## src/rtl/ddr3_arb_pkg.sv

```systemverilog
// Shared widths, port id and read-tag types for the two-port DDR3 arbiter.
package ddr3_arb_pkg;
    localparam int unsigned ADDR_W = 29;
    localparam int unsigned DATA_W = 64;
    localparam int unsigned BC_W   = 8;
    localparam int unsigned BE_W   = DATA_W / 8;

    typedef enum logic {
        PORT0 = 1'b0,
        PORT1 = 1'b1
    } port_t;

    typedef struct packed {
        port_t           port;
        logic [BC_W-1:0] burstcnt;
    } tag_t;
endpackage

```

## src/rtl/ddr3_arbiter_if.sv

```systemverilog
// Avalon-MM command/response bundle; master drives commands, slave answers.
interface ddr3_arbiter_if;
    import ddr3_arb_pkg::*;

    logic [ADDR_W-1:0] addr;
    logic [BC_W-1:0]   burstcnt;
    logic              read;
    logic              write;
    logic [DATA_W-1:0] writedata;
    logic [BE_W-1:0]   byteenable;
    logic              waitrequest;
    logic [DATA_W-1:0] readdata;
    logic              readdatavalid;

    modport master (
        output addr, burstcnt, read, write, writedata, byteenable,
        input  waitrequest, readdata, readdatavalid
    );

    modport slave (
        input  addr, burstcnt, read, write, writedata, byteenable,
        output waitrequest, readdata, readdatavalid
    );
endinterface

```

## src/rtl/ddr3_arb_tag_fifo.sv

```systemverilog
// In-order read-tag FIFO; a push into a full FIFO is honoured when a pop frees the slot.
module ddr3_arb_tag_fifo
    import ddr3_arb_pkg::*;
#(
    parameter int unsigned DEPTH = 16
) (
    input  logic clk,
    input  logic rst,
    input  logic i_push,
    input  tag_t i_tag,
    input  logic i_pop,
    output tag_t o_head,
    output logic o_full,
    output logic o_empty
);
    localparam int unsigned PTR_W = $clog2(DEPTH);
    localparam logic [PTR_W-1:0] PTR_ONE  = 1;
    localparam logic [PTR_W:0]   CNT_ONE  = 1;
    localparam logic [PTR_W:0]   CNT_FULL = (PTR_W + 1)'(DEPTH);

    tag_t             r_mem [DEPTH];
    logic [PTR_W-1:0] r_wptr;
    logic [PTR_W-1:0] r_rptr;
    logic [PTR_W:0]   r_count;
    logic             w_push;
    logic             w_pop;

    always_comb begin
        o_full  = (r_count == CNT_FULL);
        o_empty = (r_count == '0);
        w_pop   = i_pop & ~o_empty;
        w_push  = i_push & (~o_full | w_pop);
        o_head  = r_mem[r_rptr];
    end

    always_ff @(posedge clk) begin
        if (w_push) begin
            r_mem[r_wptr] <= i_tag;
        end
    end

    always_ff @(posedge clk or posedge rst) begin
        if (rst) begin
            r_wptr  <= '0;
            r_rptr  <= '0;
            r_count <= '0;
        end else begin
            if (w_push) begin
                r_wptr <= r_wptr + PTR_ONE;
            end
            if (w_pop) begin
                r_rptr <= r_rptr + PTR_ONE;
            end
            if (w_push && !w_pop) begin
                r_count <= r_count + CNT_ONE;
            end else if (w_pop && !w_push) begin
                r_count <= r_count - CNT_ONE;
            end
        end
    end
endmodule

```

## src/rtl/ddr3_arbiter.sv

```systemverilog
// Two-port Avalon-MM arbiter onto one DDR3 master with tagged in-order read return.
// Define DDR3_ARB_RR_EN for round-robin; otherwise port 0 wins contention.
module ddr3_arbiter
    import ddr3_arb_pkg::*;
#(
    parameter int unsigned MAX_OUTSTANDING = 16
) (
    input  logic           clk,
    input  logic           rst,
    ddr3_arbiter_if.slave  p0,
    ddr3_arbiter_if.slave  p1,
    ddr3_arbiter_if.master ddr3,
    output logic [1:0]     dbg_grant,
    output logic           dbg_orphan
);
    localparam logic [0:0] IDLE = 1'b0;
    localparam logic [0:0] OWN  = 1'b1;
    localparam logic [BC_W-1:0] BC_ONE = 1;

    logic [0:0]      r_state;
    logic [1:0]      r_grant;
    logic [BC_W-1:0] r_beats;
    logic [BC_W-1:0] r_ret_cnt;
    logic            r_orphan;

    logic              w_own, w_sel, w_req0, w_req1, w_pick1;
    logic [ADDR_W-1:0] w_g_addr;
    logic [BC_W-1:0]   w_g_burstcnt, w_g_bc;
    logic              w_g_read, w_g_write, w_g_wait, w_rd_stall;
    logic [DATA_W-1:0] w_g_wdata;
    logic [BE_W-1:0]   w_g_be;
    logic              w_rd_acc, w_wr_acc, w_pop;
    logic              w_fifo_full, w_fifo_empty;
    tag_t              w_head, w_push_tag;

`ifdef DDR3_ARB_RR_EN
    logic r_last;

    always_ff @(posedge clk or posedge rst) begin
        if (rst) begin
            r_last <= 1'b1;
        end else if (r_state == IDLE && (w_req0 || w_req1)) begin
            r_last <= w_pick1;
        end
    end

    assign w_pick1 = w_req1 & (~w_req0 | ~r_last);
`else
    assign w_pick1 = w_req1 & ~w_req0;
`endif

    always_comb begin
        w_own        = (r_state == OWN);
        w_sel        = r_grant[1];
        w_req0       = p0.read | p0.write;
        w_req1       = p1.read | p1.write;
        w_g_addr     = w_sel ? p1.addr       : p0.addr;
        w_g_burstcnt = w_sel ? p1.burstcnt   : p0.burstcnt;
        w_g_read     = w_sel ? p1.read       : p0.read;
        w_g_write    = w_sel ? p1.write      : p0.write;
        w_g_wdata    = w_sel ? p1.writedata  : p0.writedata;
        w_g_be       = w_sel ? p1.byteenable : p0.byteenable;
        w_g_bc       = (w_g_burstcnt == '0) ? BC_ONE : w_g_burstcnt;

        // A read-return pop in this cycle frees a tag slot for this cycle's read.
        w_pop      = ddr3.readdatavalid & ~w_fifo_empty & ((r_ret_cnt + BC_ONE) == w_head.burstcnt);
        w_rd_stall = w_g_read & w_fifo_full & ~w_pop;
        w_g_wait   = ddr3.waitrequest | w_rd_stall;
        w_rd_acc   = w_own & w_g_read & ~w_g_wait;
        w_wr_acc   = w_own & w_g_write & ~w_g_wait;

        ddr3.addr       = w_g_addr;
        ddr3.burstcnt   = w_g_burstcnt;
        ddr3.read       = w_own & w_g_read & ~w_rd_stall;
        ddr3.write      = w_own & w_g_write;
        ddr3.writedata  = w_g_wdata;
        ddr3.byteenable = w_g_be;

        p0.waitrequest   = ~(w_own & ~w_sel) | w_g_wait;
        p1.waitrequest   = ~(w_own & w_sel) | w_g_wait;
        p0.readdata      = ddr3.readdata;
        p1.readdata      = ddr3.readdata;
        p0.readdatavalid = ddr3.readdatavalid & ~w_fifo_empty & (w_head.port == PORT0);
        p1.readdatavalid = ddr3.readdatavalid & ~w_fifo_empty & (w_head.port == PORT1);

        w_push_tag.port     = port_t'(w_sel);
        w_push_tag.burstcnt = w_g_bc;

        dbg_grant  = r_grant;
        dbg_orphan = r_orphan;
    end

    always_ff @(posedge clk or posedge rst) begin
        if (rst) begin
            r_state <= IDLE;
            r_grant <= 2'b00;
            r_beats <= '0;
        end else begin
            case (r_state)
                IDLE: begin
                    if (w_req0 || w_req1) begin
                        r_grant <= w_pick1 ? 2'b10 : 2'b01;
                        r_state <= OWN;
                    end
                end
                default: begin
                    if (w_rd_acc) begin
                        r_state <= IDLE;
                        r_grant <= 2'b00;
                    end else if (w_wr_acc) begin
                        // r_beats holds beats still owed after the current one.
                        if (r_beats == '0) begin
                            if (w_g_bc == BC_ONE) begin
                                r_state <= IDLE;
                                r_grant <= 2'b00;
                            end else begin
                                r_beats <= w_g_bc - BC_ONE;
                            end
                        end else begin
                            r_beats <= r_beats - BC_ONE;
                            if (r_beats == BC_ONE) begin
                                r_state <= IDLE;
                                r_grant <= 2'b00;
                            end
                        end
                    end else if (!w_g_read && !w_g_write && r_beats == '0) begin
                        r_state <= IDLE;
                        r_grant <= 2'b00;
                    end
                end
            endcase
        end
    end

    always_ff @(posedge clk or posedge rst) begin
        if (rst) begin
            r_ret_cnt <= '0;
            r_orphan  <= 1'b0;
        end else if (ddr3.readdatavalid) begin
            if (w_fifo_empty) begin
                r_orphan <= 1'b1;
            end else if (w_pop) begin
                r_ret_cnt <= '0;
            end else begin
                r_ret_cnt <= r_ret_cnt + BC_ONE;
            end
        end
    end

    ddr3_arb_tag_fifo #(
        .DEPTH (MAX_OUTSTANDING)
    ) u_fifo (
        .clk     (clk),
        .rst     (rst),
        .i_push  (w_rd_acc),
        .i_tag   (w_push_tag),
        .i_pop   (w_pop),
        .o_head  (w_head),
        .o_full  (w_fifo_full),
        .o_empty (w_fifo_empty)
    );
endmodule

```

## src/flat_wrapper.sv

```systemverilog
// flat-port wrapper written by rule: the top's interface ports become plain ports
module ddr3_arbiter_flat import ddr3_arb_pkg::*;
#(
    parameter int unsigned MAX_OUTSTANDING = 16
)
  (clk, rst, dbg_grant, dbg_orphan, p0_addr, p0_burstcnt, p0_read, p0_write, p0_writedata, p0_byteenable, p0_waitrequest, p0_readdata, p0_readdatavalid, p1_addr, p1_burstcnt, p1_read, p1_write, p1_writedata, p1_byteenable, p1_waitrequest, p1_readdata, p1_readdatavalid, ddr3_addr, ddr3_burstcnt, ddr3_read, ddr3_write, ddr3_writedata, ddr3_byteenable, ddr3_waitrequest, ddr3_readdata, ddr3_readdatavalid);
  ddr3_arbiter_if p0_i ();
  ddr3_arbiter_if p1_i ();
  ddr3_arbiter_if ddr3_i ();
  input  logic clk;
  input  logic rst;
  output logic [1:0] dbg_grant;
  output logic dbg_orphan;
  input wire logic [$bits(p0_i.addr)-1:0] p0_addr;
  input wire logic [$bits(p0_i.burstcnt)-1:0] p0_burstcnt;
  input wire logic [$bits(p0_i.read)-1:0] p0_read;
  input wire logic [$bits(p0_i.write)-1:0] p0_write;
  input wire logic [$bits(p0_i.writedata)-1:0] p0_writedata;
  input wire logic [$bits(p0_i.byteenable)-1:0] p0_byteenable;
  output wire logic [$bits(p0_i.waitrequest)-1:0] p0_waitrequest;
  output wire logic [$bits(p0_i.readdata)-1:0] p0_readdata;
  output wire logic [$bits(p0_i.readdatavalid)-1:0] p0_readdatavalid;
  input wire logic [$bits(p1_i.addr)-1:0] p1_addr;
  input wire logic [$bits(p1_i.burstcnt)-1:0] p1_burstcnt;
  input wire logic [$bits(p1_i.read)-1:0] p1_read;
  input wire logic [$bits(p1_i.write)-1:0] p1_write;
  input wire logic [$bits(p1_i.writedata)-1:0] p1_writedata;
  input wire logic [$bits(p1_i.byteenable)-1:0] p1_byteenable;
  output wire logic [$bits(p1_i.waitrequest)-1:0] p1_waitrequest;
  output wire logic [$bits(p1_i.readdata)-1:0] p1_readdata;
  output wire logic [$bits(p1_i.readdatavalid)-1:0] p1_readdatavalid;
  output wire logic [$bits(ddr3_i.addr)-1:0] ddr3_addr;
  output wire logic [$bits(ddr3_i.burstcnt)-1:0] ddr3_burstcnt;
  output wire logic [$bits(ddr3_i.read)-1:0] ddr3_read;
  output wire logic [$bits(ddr3_i.write)-1:0] ddr3_write;
  output wire logic [$bits(ddr3_i.writedata)-1:0] ddr3_writedata;
  output wire logic [$bits(ddr3_i.byteenable)-1:0] ddr3_byteenable;
  input wire logic [$bits(ddr3_i.waitrequest)-1:0] ddr3_waitrequest;
  input wire logic [$bits(ddr3_i.readdata)-1:0] ddr3_readdata;
  input wire logic [$bits(ddr3_i.readdatavalid)-1:0] ddr3_readdatavalid;
  assign p0_i.addr = p0_addr;
  assign p0_i.burstcnt = p0_burstcnt;
  assign p0_i.read = p0_read;
  assign p0_i.write = p0_write;
  assign p0_i.writedata = p0_writedata;
  assign p0_i.byteenable = p0_byteenable;
  assign p0_waitrequest = p0_i.waitrequest;
  assign p0_readdata = p0_i.readdata;
  assign p0_readdatavalid = p0_i.readdatavalid;
  assign p1_i.addr = p1_addr;
  assign p1_i.burstcnt = p1_burstcnt;
  assign p1_i.read = p1_read;
  assign p1_i.write = p1_write;
  assign p1_i.writedata = p1_writedata;
  assign p1_i.byteenable = p1_byteenable;
  assign p1_waitrequest = p1_i.waitrequest;
  assign p1_readdata = p1_i.readdata;
  assign p1_readdatavalid = p1_i.readdatavalid;
  assign ddr3_addr = ddr3_i.addr;
  assign ddr3_burstcnt = ddr3_i.burstcnt;
  assign ddr3_read = ddr3_i.read;
  assign ddr3_write = ddr3_i.write;
  assign ddr3_writedata = ddr3_i.writedata;
  assign ddr3_byteenable = ddr3_i.byteenable;
  assign ddr3_i.waitrequest = ddr3_waitrequest;
  assign ddr3_i.readdata = ddr3_readdata;
  assign ddr3_i.readdatavalid = ddr3_readdatavalid;
  ddr3_arbiter #(.MAX_OUTSTANDING(MAX_OUTSTANDING)) u_core (.clk(clk), .rst(rst), .p0(p0_i), .p1(p1_i), .ddr3(ddr3_i), .dbg_grant(dbg_grant), .dbg_orphan(dbg_orphan));
endmodule
```

## config.mk

```make
export PLATFORM = sky130hd
export DESIGN_NAME = ddr3_arbiter_flat
export DESIGN_NICKNAME = d
export VERILOG_FILES = /design/src/rtl/ddr3_arb_pkg.sv /design/src/rtl/ddr3_arbiter_if.sv /design/src/rtl/ddr3_arb_tag_fifo.sv /design/src/rtl/ddr3_arbiter.sv /design/src/flat_wrapper.sv
export SDC_FILE = /design/constraint.sdc
export NUM_CORES = 1
export LEC_CHECK = 0
export BUFFER_PORTS_ARGS = -buffer_cell sky130_fd_sc_hd__buf_2
export CAP_MARGIN = 0
export CORE_AREA = 3 3 209 211
export DETAILED_ROUTE_END_ITERATION = 8
export DIE_AREA = 0 0 212 214
export PLACE_DENSITY = 0.6
export SYNTH_ARGS = -nofsm -noshare
export SYNTH_HDL_FRONTEND = slang
export SYNTH_SLANG_ARGS = --single-unit
```

## constraint.sdc

```tcl
create_clock -name clk -period 10.6 [get_ports clk]
set_input_delay 0.53 -clock clk [delete_from_list [all_inputs] [get_ports clk]]
set_output_delay 0.53 -clock clk [all_outputs]
set_load 0.05 [all_outputs]
```

==> results.yml <==
logic_synthesis:
  netlist_area_um2: 10300
  ys_ff_latch: 177
  synth_top_family_by_area: "multiplexers"
  synth.top_cell.area_share_pct: 42.0
  synthArstFlopShare_pct: 18.6
  post_synth.cell_area_avg_um2: 13.2
  synth_simple_gate_area_share_pct: 6.93
  ys_types: 59
  syn_inst: 783
  synthXorXnorAreaFrac_pct: 2.38
  synth_edf_count: 144
  yosys.area.top_type: "edfxtp_1"
  synthMuxAreaShare_pct: 21.7
  yosysWarnings: 0
  synth_compound_area_share_pct: 5.08
  synthFlopType: "edfxtp_1"
  yosys-top-cells-area: "edfxtp_1 42%, mux2_2 13%, buf_4 9.8%, mux4_2 8.1%, dfrtp_1 8.0%"
  synth_nets: 1089
  synth_adder_area_share_pct: 2.02
  ys_seq_area_share_pct: 50.0
setup_path:
  cpMaxStageDelayCell: "mux4_2"
  crit_type: "reg2reg"
  cp.arrival_ps: 5110
  path_cells: "buf_4, mux4_2, mux2i_1, mux2_2, mux2_2, and4b_1, and4_1, o211ai_4, inv_2, ha_1, inv_1, ha_1, a21o_1, a21oi_1, xnor2_1, nor2_1, xor2_1"
  crit_fanout: 35
  worst_ep_required_time_ps: 10910
  critPathBufInv: 3
  cp_top_family: "multiplexers"
  end_kind: "flip-flop"
  cpPeakStageDelay_ps: 570
  cp-start-kind: "flip-flop"
sta:
  finalWorstPathRequiredPeriod_ps: 4800
  slew_headroom_pct: 17.3
  finalSetupTns_ps: 0
  finalCritPeriodShare_pct: 45.2
  fin_skew_ps: 13.9
  setup_viol: 0
  max_freq_mhz: 209
  whs_ps: 200
  tightest_slew_ps: 1240
  maxSlewViolCount: 0
  rsz0062_at_grt: "false"
  hold_viol_final: 0
placement:
  port_buffers: 343
  dp_hpwl_um: 32300
  place.gp.congestion: 1.01
die:
  initial_core_util_pct: 24.6
  io_pins: 536
  die-height_um: 214
  die_area_um2: 45400
  die_w_um: 212
  core_um2: 41900
  fp-row-count: 75
detailed_routing:
  via_per_inst: 4.70
  vias: 7250
  wire_per_inst_um: 25.7
  dr.first_iter.drc_count: 605
  wirelength_um: 39600
  dr.pass1.iters: 5
  drc: 0
  ant_nets: 0
cts:
  numCtsBuffers: 17
  ctsResizeCount: 0
  clk_pin_slew_ps: 70
  cts_tree: "yes"
  h-tree-depth: 4
  root_buffer: "clkbuf_16"
  cts_hold_buf: 0
  cts_setup_buffers: 0
  insertion_delay_ps: 430
  clkSinkCount: 177
  cts.path.max_buffers: 2
global_route:
  grt_pass1_vias: 7292
  grt_use_total_pct: 17.2
  grt-ovfl-total: 0
  grt_start_max_net_pins: 73
  use_met3_pct: 6.18
  busiest_layer: "met2"
  grt_pass1_wl_um: 55000
  grt_util_met1_pct: 21.5
  met2_usage_pct: 28.8
  antenna_found_initial: 21
min_path:
  hp-class: "in2async"
layout:
  nNetsFinal: 1294
  synthToLayoutAreaGrowth_pct: 19.3
  fin_util_pct: 29.3
  drive_above_1_share_pct: 55.3
outcome:
  outcome: "finished, final reports clean"
job:
  cap_violations: 0
power_and_ir_drop:
  finalPower_mw: 2.91
  powerDensity_nw_per_um2: 237
  peakVddDrop_mv: 0.158
  p_leak_nw: 4.74
==> synthesized netlist by cell type (all sizes together) (2+ instances only) <==
library cell and n:
o21ai 20, a32o 2, or3 3, buf 146, nand2 34, a21o 3, o31ai 3, nor3 13
nor2b 10, or4 3, edfxtp 144, a211o 2, o211ai 2, nor4b 5, nor2 29, xnor2 16
a21oi 13, dfrtp 33, and3 5, a32oi 2, nand3 14, mux2i 9, and2 3, or2 4
a22oi 11, nand4 3, mux2 116, o2bb2ai 3, clkbuf 24, nand2b 5, xor2 12, nor4 2
o22a 6, mux4 37, inv 19, and4b 2, ha 15
==> state kept, by name, indices dropped and copies added, names as in the netlist <==
name	flops
u_core.dbg_grant	2
u_core.dbg_orphan	1
u_core.r_beats	8
u_core.r_ret_cnt	8
u_core.r_state	1
u_core.u_fifo.r_count	5
u_core.u_fifo.r_mem	144
u_core.u_fifo.r_rptr	4
u_core.u_fifo.r_wptr	4
==> cell type report <==
| class | instances | area (um2) |
|---|---|---|
| multi-input combinational | 417 | 3960 |
| tap | 539 | 674 |
| clock buffer | 17 | 425 |
| sequential | 177 | 5150 |
| timing repair buffer | 356 | 1810 |
| fill | 4209 | 29700 |
| inverter | 19 | 71.3 |
| antenna | 1 | 2.50 |
| clock inverter | 15 | 190 |
==> routing by layer <==
layer	vias to the layer above	wire length, um
li1	3184	-
met1	3609	16000
met2	408	19300
met3	45	3730
met4	4	533
met5	-	27
==> cell families after synthesis <==
kind of cell    Yosys count
buf+inv                 189
flops                   177
mux                     162
simple gates            138
compound gates           73
xor+xnor                 28
fa+ha+maj                16
==> worst min-delay path, delay by kind of cell <==
family | cells | cell delay (ps)
buf+inv | 3 | 550
==> power breakdown <==
group          internal, mW  total (mW)  switching (mW)
logic                 0.418        1.27           0.851
registers             0.870       0.988           0.118
clock network         0.392       0.656           0.264
==> through the flow <==
step           setup WS (ps)  instances  area [um2]
2_1_floorplan           6590        783       10300
3_3_place_gp            5960       1508       11700
3_5_place_dp            5830       1508       11700
4_1_cts                 5810       1540       12300
5_1_grt                 5470       1541       12300
6_report                5800       1541       12300
==> placed cells by master, fill, tap and decap left out, drive strengths merged, types with 3 or more instances in the layout <==
cell type and count:
buf 356, edfxtp 144, mux2 116, mux4 37, nand2 34, dfrtp 33, nor2 29, inv 21
o21ai 20, clkbuf 17, xnor2 16, ha 15, nand3 14, a21oi 13, nor3 13, xor2 12
a22oi 11, nor2b 10, mux2i 9, o22a 6, and3 5, nand2b 5, nor4b 5, clkinvlp 5
bufinv 4, clkinv 4, or2 4, a21o 3, o31ai 3, or3 3, nand4 3, o2bb2ai 3
and2 3, or4 3
==> path summary, 6_finish.rpt <==
kind,cells past startpoint,slack [ps],start,end
setup / recovery,17,5800,u_core.u_fifo.r_rptr[1],u_core.u_fifo.r_count[4]
hold / removal,3,200,rst,u_core.u_fifo.r_count[3]
setup reg to reg,17,5800,u_core.u_fifo.r_rptr[1],u_core.u_fifo.r_count[4]
hold reg to reg,1,450,u_core.dbg_orphan,u_core.dbg_orphan
max in group asynchronous,3,10030,rst,u_core.dbg_grant[1]
min in group clk,2,360,ddr3_readdatavalid,u_core.dbg_orphan
Note: power is estimated with default switching activity, not from simulation.
